File: config.mk
export PLATFORM = sky130hd
export DESIGN_NAME = alu_exec_unit
export DESIGN_NICKNAME = d
export VERILOG_FILES = /design/src/rtl/alu_pkg.sv /design/src/rtl/alu_iter_datapath.sv /design/src/rtl/alu_exec_unit.sv
export SDC_FILE = /design/constraint.sdc
export NUM_CORES = 1
export LEC_CHECK = 0
export CAP_MARGIN = 20
export CORE_MARGIN = 2
export CORE_UTILIZATION = 60
export CTS_CLUSTER_DIAMETER = 200
export DETAILED_ROUTE_END_ITERATION = 7
export PLACE_DENSITY = 0.82
export SYNTH_ARGS = -nofsm -noshare
export SYNTH_HDL_FRONTEND = slang
export SYNTH_SLANG_ARGS = --single-unit
File: constraint.sdc
create_clock -name clk -period 4.48 [get_ports clk]
set_input_delay 0.672 -clock clk [delete_from_list [all_inputs] [get_ports clk]]
set_output_delay 0.672 -clock clk [all_outputs]
set_load 0.02 [all_outputs]
File: src/rtl/alu_pkg.sv
// Shared opcode, function, state and flag definitions for the 16-bit execution unit.
package alu_pkg;
  localparam logic [3:0] OP_REG   = 4'h0;
  localparam logic [3:0] OP_SHIFT = 4'h8;

  localparam logic [3:0] F_AND  = 4'h1;
  localparam logic [3:0] F_OR   = 4'h2;
  localparam logic [3:0] F_XOR  = 4'h3;
  localparam logic [3:0] F_ADD  = 4'h5;
  localparam logic [3:0] F_ADDC = 4'h6;
  localparam logic [3:0] F_ADDU = 4'h7;
  localparam logic [3:0] F_SUB  = 4'h9;
  localparam logic [3:0] F_SUBC = 4'hA;
  localparam logic [3:0] F_CMP  = 4'hB;
  localparam logic [3:0] F_MOV  = 4'hD;
  localparam logic [3:0] F_MUL  = 4'hE;
  localparam logic [3:0] F_LSH  = 4'h4;
  localparam logic [3:0] F_ASHU = 4'h6;

  typedef enum logic [1:0] {IDLE, ITER, DONE} state_e;
  typedef enum logic [1:0] {M_SHL, M_SHR, M_MUL} iter_mode_e;

  // flags = {C,L,F,Z,N}
  localparam int FL_N = 0;
  localparam int FL_Z = 1;
  localparam int FL_F = 2;
  localparam int FL_L = 3;
  localparam int FL_C = 4;
endpackage

File: src/rtl/alu_iter_datapath.sv
// Iterative shift / shift-add multiply accumulator with its step counter.
module alu_iter_datapath
  import alu_pkg::*;
#(
  parameter int WIDTH = 16,
  parameter int CW    = $clog2(WIDTH) + 1
) (
  input  logic             clk,
  input  logic             reset,
  input  logic             load,
  input  logic             step,
  input  logic [1:0]       mode,
  input  logic             fill,
  input  logic [WIDTH-1:0] dst,
  input  logic [WIDTH-1:0] src,
  input  logic [CW-1:0]    cnt_in,
  output logic [WIDTH-1:0] acc_nxt,
  output logic             last
);
  logic [WIDTH-1:0] acc, mcand, mplr;
  logic [CW-1:0]    cnt;
  logic [1:0]       mode_q;
  logic             fill_q;

  always_ff @(posedge clk) begin
    if (reset) begin
      acc    <= '0;
      mcand  <= '0;
      mplr   <= '0;
      cnt    <= '0;
      mode_q <= M_SHL;
      fill_q <= 1'b0;
    end else if (load) begin
      acc    <= (mode == M_MUL) ? '0 : dst;
      mcand  <= dst;
      mplr   <= src;
      cnt    <= cnt_in;
      mode_q <= mode;
      fill_q <= fill;
    end else if (step) begin
      acc    <= acc_nxt;
      mcand  <= {mcand[WIDTH-2:0], 1'b0};
      mplr   <= {1'b0, mplr[WIDTH-1:1]};
      cnt    <= cnt - CW'(1);
    end
  end

  // Value after the current step; the top captures it on the final step.
  always_comb begin
    acc_nxt = acc;
    case (mode_q)
      M_SHL:   acc_nxt = {acc[WIDTH-2:0], 1'b0};
      M_SHR:   acc_nxt = {fill_q, acc[WIDTH-1:1]};
      M_MUL:   acc_nxt = acc + (mplr[0] ? mcand : '0);
      default: acc_nxt = acc;
    endcase
  end

  assign last = (cnt == CW'(1));
endmodule

File: src/rtl/alu_exec_unit.sv
// Execution unit: decode, single-cycle ALU, status flags and the start/done FSM
// wrapped around the iterative shift/multiply datapath.
module alu_exec_unit
  import alu_pkg::*;
#(
  parameter int WIDTH = 16,
  parameter int SHW   = $clog2(WIDTH) + 1
) (
  input  logic             clk,
  input  logic             reset,
  input  logic             start,
  input  logic [3:0]       oper,
  input  logic [3:0]       func,
  input  logic [WIDTH-1:0] dst,
  input  logic [WIDTH-1:0] src,
  output logic             ready,
  output logic             done,
  output logic             wr_en,
  output logic             err,
  output logic [WIDTH-1:0] result,
  output logic [4:0]       flags
);
  localparam int CW = $clog2(WIDTH) + 1;

  state_e           state, nxt;
  logic             accept, wr_q, err_q;
  logic             legal, wb, ifill, last;
  logic [1:0]       imode;
  logic [CW-1:0]    n;
  logic [WIDTH-1:0] alu_res, acc_nxt;
  logic [4:0]       alu_fl;
  logic [WIDTH:0]   add_w, sub_w;
  logic             cin_add, cin_sub, ovf_add, ovf_sub;
  logic [SHW-1:0]   amt, amt_abs;

  assign ready  = (state == IDLE) || (state == DONE);
  assign accept = start && ready;
  assign done   = (state == DONE);
  assign wr_en  = done && wr_q;
  assign err    = done && err_q;

  assign cin_add = (func == F_ADDC) && flags[FL_C];
  assign cin_sub = (func == F_SUBC) && flags[FL_C];
  assign add_w   = {1'b0, dst} + {1'b0, src} + {{WIDTH{1'b0}}, cin_add};
  assign sub_w   = {1'b0, dst} - {1'b0, src} - {{WIDTH{1'b0}}, cin_sub};
  assign ovf_add = (dst[WIDTH-1] == src[WIDTH-1]) && (add_w[WIDTH-1] != dst[WIDTH-1]);
  assign ovf_sub = (dst[WIDTH-1] != src[WIDTH-1]) && (sub_w[WIDTH-1] != dst[WIDTH-1]);

  // Most negative amount has no positive twin in SHW bits but reads back as 2^(SHW-1) unsigned.
  assign amt     = src[SHW-1:0];
  assign amt_abs = amt[SHW-1] ? -amt : amt;

  always_comb begin
    legal   = 1'b0;
    wb      = 1'b1;
    n       = '0;
    imode   = M_SHL;
    ifill   = 1'b0;
    alu_res = result;
    alu_fl  = flags;
    if (oper == OP_REG) begin
      legal = 1'b1;
      case (func)
        F_AND:  alu_res = dst & src;
        F_OR:   alu_res = dst | src;
        F_XOR:  alu_res = dst ^ src;
        F_MOV:  alu_res = src;
        F_ADDU: alu_res = add_w[WIDTH-1:0];
        F_ADD, F_ADDC: begin
          alu_res      = add_w[WIDTH-1:0];
          alu_fl[FL_C] = add_w[WIDTH];
          alu_fl[FL_F] = ovf_add;
        end
        F_SUB, F_SUBC: begin
          alu_res      = sub_w[WIDTH-1:0];
          alu_fl[FL_C] = sub_w[WIDTH];
          alu_fl[FL_F] = ovf_sub;
        end
        F_CMP: begin
          wb           = 1'b0;
          alu_fl[FL_Z] = (dst == src);
          alu_fl[FL_L] = (dst < src);
          alu_fl[FL_N] = ($signed(dst) < $signed(src));
        end
        F_MUL: begin
          n     = CW'(WIDTH);
          imode = M_MUL;
        end
        default: legal = 1'b0;
      endcase
    end else if (oper == OP_SHIFT && (func == F_LSH || func == F_ASHU)) begin
      legal   = 1'b1;
      alu_res = dst;
      n       = CW'(amt_abs);
      imode   = amt[SHW-1] ? M_SHR : M_SHL;
      ifill   = (func == F_ASHU) && amt[SHW-1] && dst[WIDTH-1];
    end
  end

  always_comb begin
    nxt = state;
    if (accept)
      nxt = (n != '0) ? ITER : DONE;
    else if (state == ITER)
      nxt = last ? DONE : ITER;
    else if (state == DONE)
      nxt = IDLE;
  end

  always_ff @(posedge clk) begin
    if (reset) begin
      state  <= IDLE;
      result <= '0;
      flags  <= '0;
      wr_q   <= 1'b0;
      err_q  <= 1'b0;
    end else begin
      state <= nxt;
      if (accept) begin
        wr_q  <= legal && wb;
        err_q <= !legal;
        if (legal && n == '0) begin
          if (wb) result <= alu_res;
          flags <= alu_fl;
        end
      end else if (state == ITER && last) begin
        result <= acc_nxt;
      end
    end
  end

  alu_iter_datapath #(.WIDTH(WIDTH), .CW(CW)) u_iter (
    .clk     (clk),
    .reset   (reset),
    .load    (accept && n != '0),
    .step    (state == ITER),
    .mode    (imode),
    .fill    (ifill),
    .dst     (dst),
    .src     (src),
    .cnt_in  (n),
    .acc_nxt (acc_nxt),
    .last    (last)
  );
endmodule

==> metrics.md, run 1 <==
| Metric | Value |
|---|---|
| Worst Reg2Reg Path Length in Cells | 11 |
| Dominant synthesized flop cell | dfxtp_1 |
| List of most frequent post-synthesis cells | 108 x a21oi_1, 107 x nand2_1, 96 x ha_1 |
| DR DRC count | 0 |
| Layer with the highest usage | met2 |
| Initial Util | 61.65% |
| Peak supply drop | 0.2727 mV |
| Worst EP arrival | 4.16 ns |
| Cell row count | 42 |
| Die X | 120.7 µm |
| Worst slew pin tran | 1.001 ns |
| Hold Path Cell Cnt | 2 |
| Syn-to-layout area delta | 14.90% |
| Most area-hungry cell type in the Yosys netlist | dfxtp_1 |
| Chip Height | 120.7 µm |
| Clk root buf | clkbuf_16 |
| Gr usage total | 36.58% |
| Clock Path Buffers | 2 |
| CP Class | in -> reg |
| Status | finished clean |
| H-tree depth | 3 |
| Post-CTS Hold Buffers | 0 |
| Largest net degree at the start of global routing | 55 |
| Fillers | 1120 |
| I/O pins | 68 |
| Cell Pwr Density | 237.2 nW/µm² |
| Required time of the critical path | 4.77 ns |
| Fin util | 70.83% |
| Total of max-cap violations | 0 |
| Antenna viol nets, final | 0 |
| First-pass GRT wire length | 41790 µm |
| N_diodes | 0 |
| Top-area cell type share of the netlist area | 19.86% |
| Setup TNS | 0 ns |
| Clock skew | 0.008357 ns |
| Final Hold Viols | 0 |
| DRT Wirelength | 26440 µm |
| CTS tree | built |
| Critical path launch point type | primary input |
| Vias in the first global route | 7928 |
| Register area share after synthesis | 19.86% |
| Fraction of layout cells with a size suffix above 1 | 8.103% |
| HP Class | reg -> reg |
| Final setup fails | 0 |
| Hpwl dp | 19290 µm |
| Final period util | 86.53% |
| Worst hold slack | 0.4541 ns |
| GRT Residual Overflow | 0 |
| Async S/R FF share, synth | 0% |
| Flops & latches, synth | 81 |
| Die ar. | 14560 µm² |
| Most common cell in the netlist | a21oi_1 |
| Routed len/inst | 20.36 µm |
| Core area | 13240 µm² |
| Grt met1 use | 48.56% |
| Nets | 1262 |
| Vias | 8581 |
| Post-Syn Nets | 1214 |
| # port buffers | 67 |
| Gp weighted congestion | 0.9743 |
| Top cells by area, synth | dfxtp_1 20%, ha_1 15%, a21oi_1 6.6% |
| Vias per std cell | 6.606 |
| Post-CTS resize count | 0 |
| Post-Syn Area | 8164 µm² |
| Worst-path fanout max | 9 |
| Initial antenna violation count | 1 |
| Max-slew violations | 0 |
| Place WS | 0.3016 ns |
| Fin crit period | 3.877 ns |
| Final setup margin | 0.6033 ns |
| Met3 Track Usage GR | 6.840% |
| Post-CTS Setup Inserts | 0 |
| GR Util met2 | 57.27% |
| Synth unique cells | 80 |
| FMAX | 0.2579 GHz |
| Leakage | 3.623 nW |
| TritonRoute pass-1 iters | 8 |
| Number of enable flip-flop cells after synthesis | 0 |
| Post-Synthesis Cells | 1070 |
| Clock transition at path regs | 0.07 ns |
| Insertion delay to the later sink of the worst-skew pair | 0.36 ns |
| Clk sinks | 81 |
| Syn avg cell area | 7.630 µm² |
| Unrepaired setup endpoints after global routing | false |
| Max_slew headroom | 33.17% |
| DR iter-0 viols | 1078 |
| Yosys warns | 0 |
| Num CTS Buffers | 9 |
| Crit end category | flop |
| Final Power | 2.225 mW |
[per-layer routing]
metal  vias to the layer above  wire length, µm
met4                         2             1241
met3                        83             2678
li1                       3992                -
met2                       539            11720
met5                         -               11
met1                      3965            10790
[sequential cells by signal, summed over array words and instances (netlist names)]
signal / flops
state: 2
u_iter.cnt: 5
result: 16
u_iter.acc: 16
err_q: 1
wr_q: 1
u_iter.mplr: 16
u_iter.mcand: 16
u_iter.fill_q: 1
u_iter.mode_q: 2
flags: 5
[layout by cell type, fill, tap and decap left out, types with 6 or more instances in the layout]
| cell type | n |
|---|---|
| xor2_1 | 13 |
| and2_1 | 21 |
| a211oi_1 | 16 |
| a221oi_1 | 14 |
| clkdlybuf4s50_1 | 66 |
| nor2b_1 | 13 |
| o31ai_1 | 6 |
| nand3_1 | 27 |
| dfxtp_1 | 81 |
| o21ai_0 | 47 |
| buf_4 | 36 |
| nand2_1 | 107 |
| nor3_1 | 27 |
| o211ai_1 | 22 |
| xnor2_1 | 27 |
| inv_1 | 71 |
| nor4_1 | 7 |
| o21a_1 | 12 |
| a21oi_1 | 108 |
| ha_1 | 96 |
| clkbuf_16 | 9 |
| a21o_1 | 9 |
| or3_1 | 10 |
| and3_1 | 10 |
| a22oi_1 | 36 |
| or2_2 | 6 |
| mux4_2 | 11 |
| o21ai_1 | 7 |
| a31oi_1 | 16 |
| nor2_1 | 79 |
| o21bai_1 | 12 |
| nand2b_1 | 7 |
[where the power goes]
group / switching (mW) / internal (mW)
registers: 0.0111 / 0.734
clock network: 0.350 / 0.500
logic: 0.374 / 0.256
[per-stage QoR]
step	area, µm²	cells
4_1_cts	9380	1299
2_1_floorplan	8164	1070
3_5_place_dp	9049	1283
5_1_grt	9380	1299
3_3_place_gp	9049	1283
6_report	9380	1299
[path summary, 6_finish.rpt]
kind	from	slack (ns)	to
worst max-delay path	func[2]	0.60	result[14]$_SDFFE_PP0P_
worst min-delay path	err_q$_SDFFE_PP0P_	0.45	err_q$_SDFFE_PP0P_
worst max register to register	u_iter.mplr[0]$_SDFFE_PP0P_	0.92	u_iter.acc[10]$_SDFFE_PP0P_
worst min register to register	err_q$_SDFFE_PP0P_	0.45	err_q$_SDFFE_PP0P_
[area by class of cell]
class / count / area, µm² / share of cell area, %
Tap cell: 176 / 220.2 / 2.348
Timing Repair Buffer: 103 / 935.9 / 9.977
Inverter: 71 / 266.5 / 2.841
Clock inverter: 7 / 106.4 / 1.134
Sequential cell: 81 / 1622 / 17.29
Multi-Input combinational cell: 852 / 6005 / 64.01
Clock buffer: 9 / 225.2 / 2.401
[worst max-delay path, cell delays in order]
cell,delay (ns)
clkdlybuf4s50_1,0.62
nor2b_1,0.22
nand3_1,0.12
fa_1,0.42
fa_1,0.42
nor2b_1,0.16
o31a_1,0.21
o31ai_2,0.12
a211oi_1,0.38
o21bai_1,0.16
nand3_1,0.09
or4b_1,0.43
a21oi_1,0.15
[cells by family (layout without fill, tap and decap cells)]
group | Yosys count | in the layout | share of synthesized area, %
compound gates | 355 | 355 | 29.00
simple gates | 338 | 338 | 20.05
buf+inv | 137 | 190 | 6.927
fa+ha+maj | 101 | 101 | 15.94
flops | 81 | 81 | 19.86
xor+xnor | 40 | 40 | 4.291
mux | 18 | 18 | 3.939
No activity file was read; power rests on OpenSTA's default activity.
==> run 2: changes to the inputs <==
CELL_PAD_IN_SITES_DETAIL_PLACEMENT = 0   (was not set)
CELL_PAD_IN_SITES_GLOBAL_PLACEMENT = 2   (was not set)
CORE_UTILIZATION = 35   (was 60)
PLACE_DENSITY = not set   (was 0.82)
PLACE_DENSITY_LB_ADDON = 0.1   (was not set)
SLEW_MARGIN = 20   (was not set)
==> run 2 against run 1 <==
Combinational power increased by 7.5%; core utilization shrank 28 points; die area increased by 69%; flip-flop and latch count stayed put; sequential power hardly changed; clock skew is 0.0041 ns higher; power fell by 2.6%; maximum frequency about the same.
==> metrics.md, run 2 (synthesis results as in run 1) <==
| Metric | Value |
|---|---|
| # port buffers | 67 (unchanged) |
| Largest net degree at the start of global routing | 55 (unchanged) |
| Clk root buf | clkbuf_16 |
| Status | finished clean |
| Num CTS Buffers | 9 (unchanged) |
| DR DRC count | 0 (unchanged) |
| Final non-filler cell total | 1459 (+12%) |
| Sequential Power Share | 34.4% (+0.9 points) |
| Chip Height | 156.7 µm (+30%) |
| Total of max-cap violations | 0 (unchanged) |
| Post-DP Area | 9405 µm² (+3.9%) |
| Leakage | 3.713 nW (+2.5%) |
| Worst-path fanout max | 5 (-4) |
| Crit path from | func[1] |
| Peak supply drop | 0.1537 mV (-44%) |
| Syn-to-layout area delta | 18.76% |
| Routed len/inst | 21.89 µm (+7.5%) |
| N_diodes | 0 (unchanged) |
| GR Util met2 | 42.92% (-14 points) |
| Clock network power share | 34.4% (-3.8 points) |
| Fin crit period | 3.877 ns (+0.0004360 ns) |
| Die ar. | 24560 µm² (+69%) |
| Post-CTS Setup Inserts | 0 (unchanged) |
| RR Startpoint | u_iter.mplr[0]$_SDFFE_PP0P_ |
| Grt met1 use | 36.33% (-12 points) |
| Critical path launch point type | primary input |
| Most frequent cells in the layout | 108 x a21oi_1, 107 x nand2_1, 96 x ha_1 |
| Worst slew pin tran | 0.9734 ns (-0.02776 ns) |
| Nets | 1285 (+1.8%) |
| Clk sinks | 81 (unchanged) |
| Initial antenna violation count | 0 (-1) |
| DRT Wirelength | 31930 µm (+21%) |
| Commonest non-fill, non-tap cell in the layout | a21oi_1 |
| Fin util | 42.57% (-28 points) |
| CP Capture Point | result[14]$_SDFFE_PP0P_ |
| Clock transition at path regs | 0.07 ns (about the same) |
| Final Hold Viols | 0 (unchanged) |
| CP Class | in -> reg |
| Final period util | 86.54% (about the same) |
| TritonRoute pass-1 iters | 5 (-3) |
| Worst Reg2Reg Path Length in Cells | 11 (unchanged) |
| DR iter-0 viols | 523 (-51%) |
| Vias | 8377 (-2.4%) |
| Die X | 156.7 µm (+30%) |
| Cell Pwr Density | 223.6 nW/µm² (-5.7%) |
| Gate power share | 31.2% (+2.9 points) |
| Setup TNS | 0 ns (unchanged) |
| Insertion delay to the later sink of the worst-skew pair | 0.35 ns (about the same) |
| Max-slew violations | 0 (unchanged) |
| FMAX | 0.2579 GHz (about the same) |
| Switch share | 35.18% (+2.1 points) |
| Sw power | 762.5 µW (+3.7%) |
| Core area | 22780 µm² (+72%) |
| Gr usage total | 26.44% (-10 points) |
| Reg2Reg Setup Slack | 1.07 ns (+0.15 ns) |
| CTS tree | built |
| I/O pins | 68 (unchanged) |
| Unrepaired setup endpoints after global routing | false |
| Post-route design area | 9696 µm² (+3.4%) |
| Worst EP arrival | 4.16 ns (about the same) |
| Placed insts | 1443 (+12%) |
| GRT Residual Overflow | 0 (unchanged) |
| Int Power | 1.405 mW (-5.6%) |
| Antenna viol nets, final | 0 (unchanged) |
| Required time of the critical path | 4.76 ns (about the same) |
| First-pass GRT wire length | 48960 µm (+17%) |
| Gp weighted congestion | 0.8748 (-10%) |
| Vias in the first global route | 8012 (+1.1%) |
| Max_slew headroom | 35.11% (+1.9 points) |
| Layer with the highest usage | met2 |
| Clock skew | 0.01246 ns (+0.004106 ns) |
| Met3 Track Usage GR | 3.545% (-3.3 points) |
| Fraction of layout cells with a size suffix above 1 | 10.03% (+1.9 points) |
| Post-CTS resize count | 0 (unchanged) |
| Crit end category | flop |
| Clock Path Buffers | 2 (unchanged) |
| Vias per std cell | 5.742 (-13%) |
| Initial Util | 35.84% (-26 points) |
| Cell row count | 55 (+31%) |
| HP Class | reg -> reg |
| Final setup fails | 0 (unchanged) |
| Reg2reg end | result[14]$_SDFFE_PP0P_ |
| H-tree depth | 3 (unchanged) |
| Hpwl dp | 24370 µm (+26%) |
| Post-CTS Hold Buffers | 0 (unchanged) |
## run 2: cell types whose count changed in the layout (fill, tap and decap cells not counted), sizes merged
cell and delta:
buf +23, clkinv +1, clkbuf +1, clkinvlp +2, bufinv -2, inv -2
## run 2: worst max-delay path: stages
cell,delay [ns]
clkdlybuf4s50_1,0.47
nor2b_1,0.19
buf_4,0.16
nand3_1,0.09
fa_1,0.42
fa_1,0.43
nor2b_1,0.18
o31a_1,0.21
o31ai_2,0.12
a211oi_1,0.39
o21bai_1,0.16
nand3_1,0.10
or4b_1,0.43
a21oi_1,0.14
## run 2: per-layer routing
layer / wire [µm] / vias up
li1: - / 4035
met1: 15040 / 4055
met2: 14540 / 244
met3: 1489 / 43
met4: 860 / 0
met5: 0 / -
## run 2: metrics by stage
stage	hold slack, ns	setup slack, ns	total power, mW
4_1_cts	0.4587	0.6270	2.184
3_3_place_gp	0.4429	0.2758	1.435
5_1_grt	0.4729	0.4172	2.271
3_5_place_dp	0.4482	0.2939	1.429
2_1_floorplan	0.4317	0.9043	1.161
6_report	0.4576	0.6028	2.168
## run 2: worst min path at each step
stage | startpoint | endpoint | depth (start not counted) | slack [ns]
global route | u_iter.mplr[1]$_SDFFE_PP0P_ | u_iter.mplr[1]$_SDFFE_PP0P_ | 2 | 0.47
detailed placement | u_iter.mplr[2]$_SDFFE_PP0P_ | u_iter.mplr[2]$_SDFFE_PP0P_ | 2 | 0.45
finish | err_q$_SDFFE_PP0P_ | err_q$_SDFFE_PP0P_ | 2 | 0.46
CTS | u_iter.mplr[2]$_SDFFE_PP0P_ | u_iter.mplr[2]$_SDFFE_PP0P_ | 2 | 0.46
global placement | u_iter.mplr[3]$_SDFFE_PP0P_ | u_iter.mplr[3]$_SDFFE_PP0P_ | 2 | 0.44
floorplan | err_q$_SDFFE_PP0P_ | err_q$_SDFFE_PP0P_ | 2 | 0.43
## run 2: power by group through the flow
stage | Combinational (mW) | Sequential, mW | Clock [mW]
floorplan | 0.393 | 0.769 | 0
CTS | 0.673 | 0.745 | 0.766
global placement | 0.674 | 0.762 | 0
detailed placement | 0.668 | 0.761 | 0
finish | 0.677 | 0.745 | 0.745
global route | 0.737 | 0.746 | 0.788
## run 2: cell type report
class / instances / area [µm²]
clock buffers: 10 / 239.0
flip-flops and latches: 81 / 1623
clock inverters: 6 / 50.05
well taps: 313 / 391.6
fillers: 2406 / 13080
repair buffers: 126 / 1121
inverters: 71 / 266.5
multi-input cells: 852 / 6005
